<file path="config.mk">
export PLATFORM = sky130hd
export DESIGN_NAME = shiftreg_univ
export DESIGN_NICKNAME = d
export VERILOG_FILES = /design/src/rtl/shiftreg_pkg.sv /design/src/rtl/shiftreg_step_comb.sv /design/src/rtl/shiftreg_univ.sv
export SDC_FILE = /design/constraint.sdc
export NUM_CORES = 1
export LEC_CHECK = 0
export CORE_MARGIN = 2
export CORE_UTILIZATION = 25
export DETAILED_ROUTE_END_ITERATION = 8
export PLACE_DENSITY = 0.54
export SETUP_SLACK_MARGIN = 0.02
export SLEW_MARGIN = 20
export SYNTH_ARGS = -nofsm -noshare
export SYNTH_HDL_FRONTEND = slang
export SYNTH_SLANG_ARGS = --single-unit
</file>
<file path="constraint.sdc">
create_clock -name clk -period 2.1 [get_ports clk]
set_input_delay 0.315 -clock clk [delete_from_list [all_inputs] [get_ports clk]]
set_output_delay 0.315 -clock clk [all_outputs]
set_load 0.01 [all_outputs]
</file>
<file path="src/rtl/shiftreg_pkg.sv">
// Shared types and the reference step function for the universal shift register.
package shiftreg_pkg;

  typedef enum logic [2:0] {
    OP_HOLD = 3'd0,
    OP_SHL  = 3'd1,
    OP_SHR  = 3'd2,
    OP_ROL  = 3'd3,
    OP_ROR  = 3'd4,
    OP_ASR  = 3'd5
  } shift_op_e;

  typedef enum logic [1:0] {
    ST_IDLE = 2'd0,
    ST_RUN  = 2'd1,
    ST_FIN  = 2'd2
  } state_e;

  // Widest register the step functions can handle; callers zero-extend into this.
  localparam int STEP_MAX_W = 64;
  typedef logic [STEP_MAX_W-1:0] step_word_t;

  // Next register value for one step of width s on an n-bit register held
  // zero-extended in q. Unknown op codes hold.
  function automatic step_word_t shiftreg_step(input step_word_t q,
                                               input step_word_t din,
                                               input shift_op_e  op,
                                               input int         n,
                                               input int         s);
    step_word_t mask;
    step_word_t smask;
    step_word_t fill;
    step_word_t r;
    mask  = (n >= STEP_MAX_W) ? '1 : ((step_word_t'(1) << n) - step_word_t'(1));
    smask = (step_word_t'(1) << s) - step_word_t'(1);
    fill  = '0;
    case (op)
      OP_SHL:  r = ((q << s) | (din & smask)) & mask;
      OP_SHR:  r = (q >> s) | ((din & smask) << (n - s));
      OP_ROL:  r = ((q << s) | (q >> (n - s))) & mask;
      OP_ROR:  r = ((q >> s) | (q << (n - s))) & mask;
      OP_ASR: begin
        if (q[n-1]) fill = mask & ~(mask >> s);
        r = (q >> s) | fill;
      end
      default: r = q;
    endcase
    return r;
  endfunction

  // Bits leaving the register on one step (taken from the pre-step value).
  function automatic step_word_t shiftreg_sout(input step_word_t q,
                                               input shift_op_e  op,
                                               input int         n,
                                               input int         s);
    step_word_t smask;
    step_word_t r;
    smask = (step_word_t'(1) << s) - step_word_t'(1);
    case (op)
      OP_SHL, OP_ROL:         r = (q >> (n - s)) & smask;
      OP_SHR, OP_ROR, OP_ASR: r = q & smask;
      default:                r = '0;
    endcase
    return r;
  endfunction

endpackage

</file>
<file path="src/rtl/shiftreg_step_comb.sv">
// Combinational single-step datapath shared by the one-shot and multi-step paths.
module shiftreg_step_comb
  import shiftreg_pkg::*;
#(
  parameter int N = 8,
  parameter int S = 1
) (
  input  logic [N-1:0] q,
  input  logic [S-1:0] din,
  input  shift_op_e    op,
  output logic [N-1:0] q_nxt,
  output logic [S-1:0] sout_nxt,
  output logic         moves
);

  // Widen into the package word, apply the step, narrow back to register width.
  assign q_nxt    = N'(shiftreg_step(step_word_t'(q), step_word_t'(din), op, N, S));
  assign sout_nxt = S'(shiftreg_sout(step_word_t'(q), op, N, S));

  // HOLD and unassigned op codes leave sout alone.
  assign moves = op inside {OP_SHL, OP_SHR, OP_ROL, OP_ROR, OP_ASR};

endmodule

</file>
<file path="src/rtl/shiftreg_univ.sv">
// Universal shift register: parallel load, single-step shift, and a counted
// multi-step shifter with busy/done handshake.
//
//  state | meaning
//  IDLE  | waiting; load, start or shift_en accepted (that priority)
//  RUN   | one step per cycle with captured op, cnt counts down to 1
//  FIN   | one-cycle done pulse, then back to IDLE
module shiftreg_univ
  import shiftreg_pkg::*;
#(
  parameter  int N     = 8,
  parameter  int S     = 1,
  localparam int AMT_W = $clog2(N + 1)
) (
  input  logic             clk,
  input  logic             rst_n,
  input  logic             load,
  input  logic [N-1:0]     pdata,
  input  logic [2:0]       op,
  input  logic             shift_en,
  input  logic             start,
  input  logic [AMT_W-1:0] amount,
  input  logic [S-1:0]     din,
  output logic [N-1:0]     q,
  output logic [S-1:0]     sout,
  output logic             busy,
  output logic             done
);

  state_e           state, state_nxt;
  logic [AMT_W-1:0] cnt, cnt_nxt;
  shift_op_e        op_r, op_r_nxt;
  shift_op_e        op_in;
  shift_op_e        step_op;
  logic             load_q;
  logic             do_step;
  logic [N-1:0]     step_q;
  logic [S-1:0]     step_sout;
  logic             step_moves;

  assign op_in = shift_op_e'(op);

  shiftreg_step_comb #(.N(N), .S(S)) u_step (
    .q        (q),
    .din      (din),
    .op       (step_op),
    .q_nxt    (step_q),
    .sout_nxt (step_sout),
    .moves    (step_moves)
  );

  // Next-state, counter and datapath control decode.
  always_comb begin
    state_nxt = state;
    cnt_nxt   = cnt;
    op_r_nxt  = op_r;
    load_q    = 1'b0;
    do_step   = 1'b0;
    step_op   = op_in;
    case (state)
      ST_IDLE: begin
        if (load) begin
          load_q = 1'b1;
        end else if (start) begin
          if (amount != '0) begin
            op_r_nxt  = op_in;
            cnt_nxt   = amount;
            state_nxt = ST_RUN;
          end else begin
            state_nxt = ST_FIN;
          end
        end else if (shift_en) begin
          do_step = 1'b1;
        end
      end
      ST_RUN: begin
        step_op = op_r;
        if (load) begin
          load_q    = 1'b1;
          cnt_nxt   = '0;
          state_nxt = ST_IDLE;
        end else begin
          do_step = 1'b1;
          cnt_nxt = cnt - AMT_W'(1);
          if (cnt == AMT_W'(1)) state_nxt = ST_FIN;
        end
      end
      ST_FIN: begin
        state_nxt = ST_IDLE;
        if (load) load_q = 1'b1;
      end
      default: state_nxt = ST_IDLE;
    endcase
  end

  // State, counter, captured op and data registers.
  always_ff @(posedge clk or negedge rst_n) begin
    if (!rst_n) begin
      state <= ST_IDLE;
      cnt   <= '0;
      op_r  <= OP_HOLD;
      q     <= '0;
      sout  <= '0;
    end else begin
      state <= state_nxt;
      cnt   <= cnt_nxt;
      op_r  <= op_r_nxt;
      if (load_q) q <= pdata;
      else if (do_step) q <= step_q;
      if (do_step && step_moves) sout <= step_sout;
    end
  end

  assign busy = (state == ST_RUN);
  assign done = (state == ST_FIN);

  a_single_shl : assert property (@(posedge clk) disable iff (!rst_n)
    (state == ST_IDLE && !load && !start && shift_en && op_in == OP_SHL)
      |=> (q == $past({q[N-S-1:0], din})));

  a_single_shr : assert property (@(posedge clk) disable iff (!rst_n)
    (state == ST_IDLE && !load && !start && shift_en && op_in == OP_SHR)
      |=> (q == $past({din, q[N-1:S]})));

  a_done_pulse : assert property (@(posedge clk) disable iff (!rst_n)
    done |=> !done);

  a_busy_done : assert property (@(posedge clk) disable iff (!rst_n)
    !(busy && done));

endmodule

</file>
==> summary.txt <==
Synth
  – Syn nets: 159
  – Synth top area cells: dfrtp_1 (35%), mux2i_1 (7.8%), o211ai_2 (7.8%), nand2_1 (7.0%), nand3_1 (3.1%)
  – Top-count cell post-synth: nand2_1
  – Top cell type's share of synthesized area: 35.0%
  – Commonest cells post-synth: nand2_1 (24), dfrtp_1 (18), mux2i_1 (10)
  – Warnings from Yosys: 0
  – Sequential fraction of the synthesis area: 35.0%
  – Distinct cells, synth: 44
  – Mapped Area: 0.00129 mm^2
  – Synth Register Bits: 18
  – Mean Syn Cell Area: 9.47 um^2
  – Yosys top cell by area: dfrtp_1
  – EDFF count, synth: 0
  – Top FF cell, synth: dfrtp_1
  – FFs w/ async S/R, synth: 100%
  – Post-Synthesis Cells: 136

Floorplanning
  – Die Ht: 75.8 um
  – Die area: 0.00574 mm^2
  – Cell Rows: 26
  – I/O Pins: 32
  – Initial Util: 25.5%
  – Floorplan Core Area: 0.00504 mm^2
  – Die span in x: 75.8 um

Detailed routing
  – DRT Pass-1 Iters: 2
  – Post-Route WL: 3.00 mm
  – Final ANT Viol Nets: 0
  – Wirelength per Cell: 12.3 um
  – Starting DRT DRC Count: 34
  – Residual DRC: 0
  – Vias/cell: 4.67
  – Vias: 1140

CTS
  – CTS root buf: clkbuf_8
  – Worst-skew pair later-pin latency: 260 ps
  – Htree depth: 1
  – Clk sinks: 18
  – Clock transition at path regs: 80 ps
  – Setup Buffers After CTS: 0
  – Post-CTS Hold Buffers: 0
  – Post-cts sizing count: 0
  – CTS tree: yes
  – Num CTS Buffers: 3
  – CTS Buffer Depth: 2

Hold path
  – Hold Path Class: input port to async pin

Worst setup path
  – R2r setup slk: 520 ps
  – Worst path max stage delay: 550 ps
  – Register-to-Register Path Depth: 5
  – Critical Path End Type: output pin
  – Crit path required time: 1780 ps
  – Reg-to-Reg End: q[7]
  – Critical path launch point: state[1]
  – Worst Path Class, Setup: flip-flop to output pin
  – Worst setup SP type: flip-flop
  – CP Max Fanout: 12
  – Slowest CP cell: clkdlybuf4s50_1
  – WP data arrival: 1550 ps
  – Worst-path cell chain: nand2b_4 > inv_4 > clkdlybuf4s50_1
  – FF-to-FF Start: op_r[2]

Finish
  – Area growth, synth to finish: 37.8%
  – Register area: 450 um^2
  – Post-Layout Inst Area: 0.00177 mm^2
  – Post-Layout Cell Count: 244
  – ANT cells: 0
  – Layout cell share with drive strength beyond 1: 18.4%
  – Area of the multi-input gates: 781 um^2
  – Final #Nets: 198
  – Layout fillers: 526

Job
  – Max Cap Viol: 0

Global route
  – Number of global-route vias before repair: 1069
  – Global route overflow: 0
  – Pin count of the biggest net entering global routing: 19
  – GRT Util Overall: 11.5%
  – Initial antenna violation count: 0
  – First-pass GRT wire length: 5.01 mm

Place
  – Gpl congestion: 0.762
  – Placed cell count: 240
  – IO Port Bufs: 31
  – Dpl cell area: 0.00172 mm^2
  – Post-DP HPWL: 2.31 mm

STA
  – Max Freq: 535 MHz
  – Slew margin rel.: 76.2%
  – Max-slew violations: 0
  – Worst Tran Pin Value: 354 ps
  – Fin Setup TNS: 0 ps
  – Tcrit/Tclk final: 88.9%
  – Final Hold Fails: 0
  – RSZ-0062 raised after global routing: no
  – Fin crit period: 1870 ps
  – Layout Skew: 11.0 ps
  – Min Hold Slack: 382 ps
  – Endpoints failing setup: 0

Power and ir drop
  – Pwr dens: 755 mW/mm^2
  – Pleak: 0.755 nW
  – Worst vdd ir: 0.000274 V

Outcome
  – Status: completed
## final cells by class
| type | count | area share, % |
|---|---|---|
| clock buffers | 4 | 3.10 |
| flip-flops and latches | 18 | 25.4 |
| repair buffers | 39 | 21.6 |
| multi-input cells | 109 | 44.0 |
| well taps | 70 | 4.94 |
| inverters | 4 | 0.987 |
## state kept, by name, indices dropped and copies added (netlist names)
signal	count
op_r	3
state	2
q	8
sout	1
cnt	4
## placed cells by master, fill, tap and decap left out, types with 2 or more instances in the layout
cell	instances
a211oi_1	2
a211oi_2	2
a21oi_1	3
a22o_1	2
a22oi_1	2
buf_4	7
clkbuf_8	4
clkdlybuf4s50_1	31
dfrtp_1	18
ha_1	2
inv_1	2
mux2i_1	10
nand2_1	24
nand2b_1	4
nand3_1	8
nor2_1	7
nor2b_1	3
nor3_1	8
o211ai_1	2
o211ai_2	8
o21ai_0	2
xor2_1	2
## power by group
part           switching, mW  leakage (nW)  internal (mW)  total [mW]
clock network          0.120        0.0288          0.167       0.287
logic                  0.261         0.505          0.284       0.545
registers             0.0871         0.222          0.420       0.507
total                  0.468         0.755          0.871        1.34
## cells by family (layout without fill, tap and decap cells)
logic type	count (synthesis)	after routing	share of synthesized area [%]
AOI/OAI and AO/OA	32	32	23.9
muxes	11	11	9.52
buffers and inverters	9	47	4.37
adders and majority gates	2	2	1.94
xor gates and xnor gates	3	3	2.04
and+or+nand+nor	61	61	23.2
DFF	18	18	35.0
## per-layer routing
metal / part of all wire, % / vias up / GRT usage [%]
met5: 0 / - / 0
met4: 0.47 / 0 / 4.09
met3: 2.7 / 2 / 1.59
met2: 49 / 18 / 17.9
met1: 48 / 545 / 16.2
li1: - / 575 / -
## worst max-delay path by stage
stage,end,cells past startpoint
after floorplan,q[5],7
after global placement,cnt[3],5
after detailed placement,cnt[3],5
after CTS,busy,3
after global routing,busy,3
final,busy,3
## critical path: cells and delay by family (launching register included)
family | cells | cell delay [ps]
flops | 1 | 380
simple gates | 1 | 230
buf+inv | 2 | 690
## metrics by stage
| step | worst slack, ps | power, mW | utilization [%] |
|---|---|---|---|
| detailed placement | 106 | 1.06 | 34.1 |
| global route | 173 | 1.44 | 35.2 |
| finish | 232 | 1.34 | 35.2 |
| global placement | 141 | 1.06 | 34.1 |
| CTS | 215 | 1.36 | 35.2 |
| floorplan | 562 | 0.851 | - |
Power figures use the tool's default switching activity.
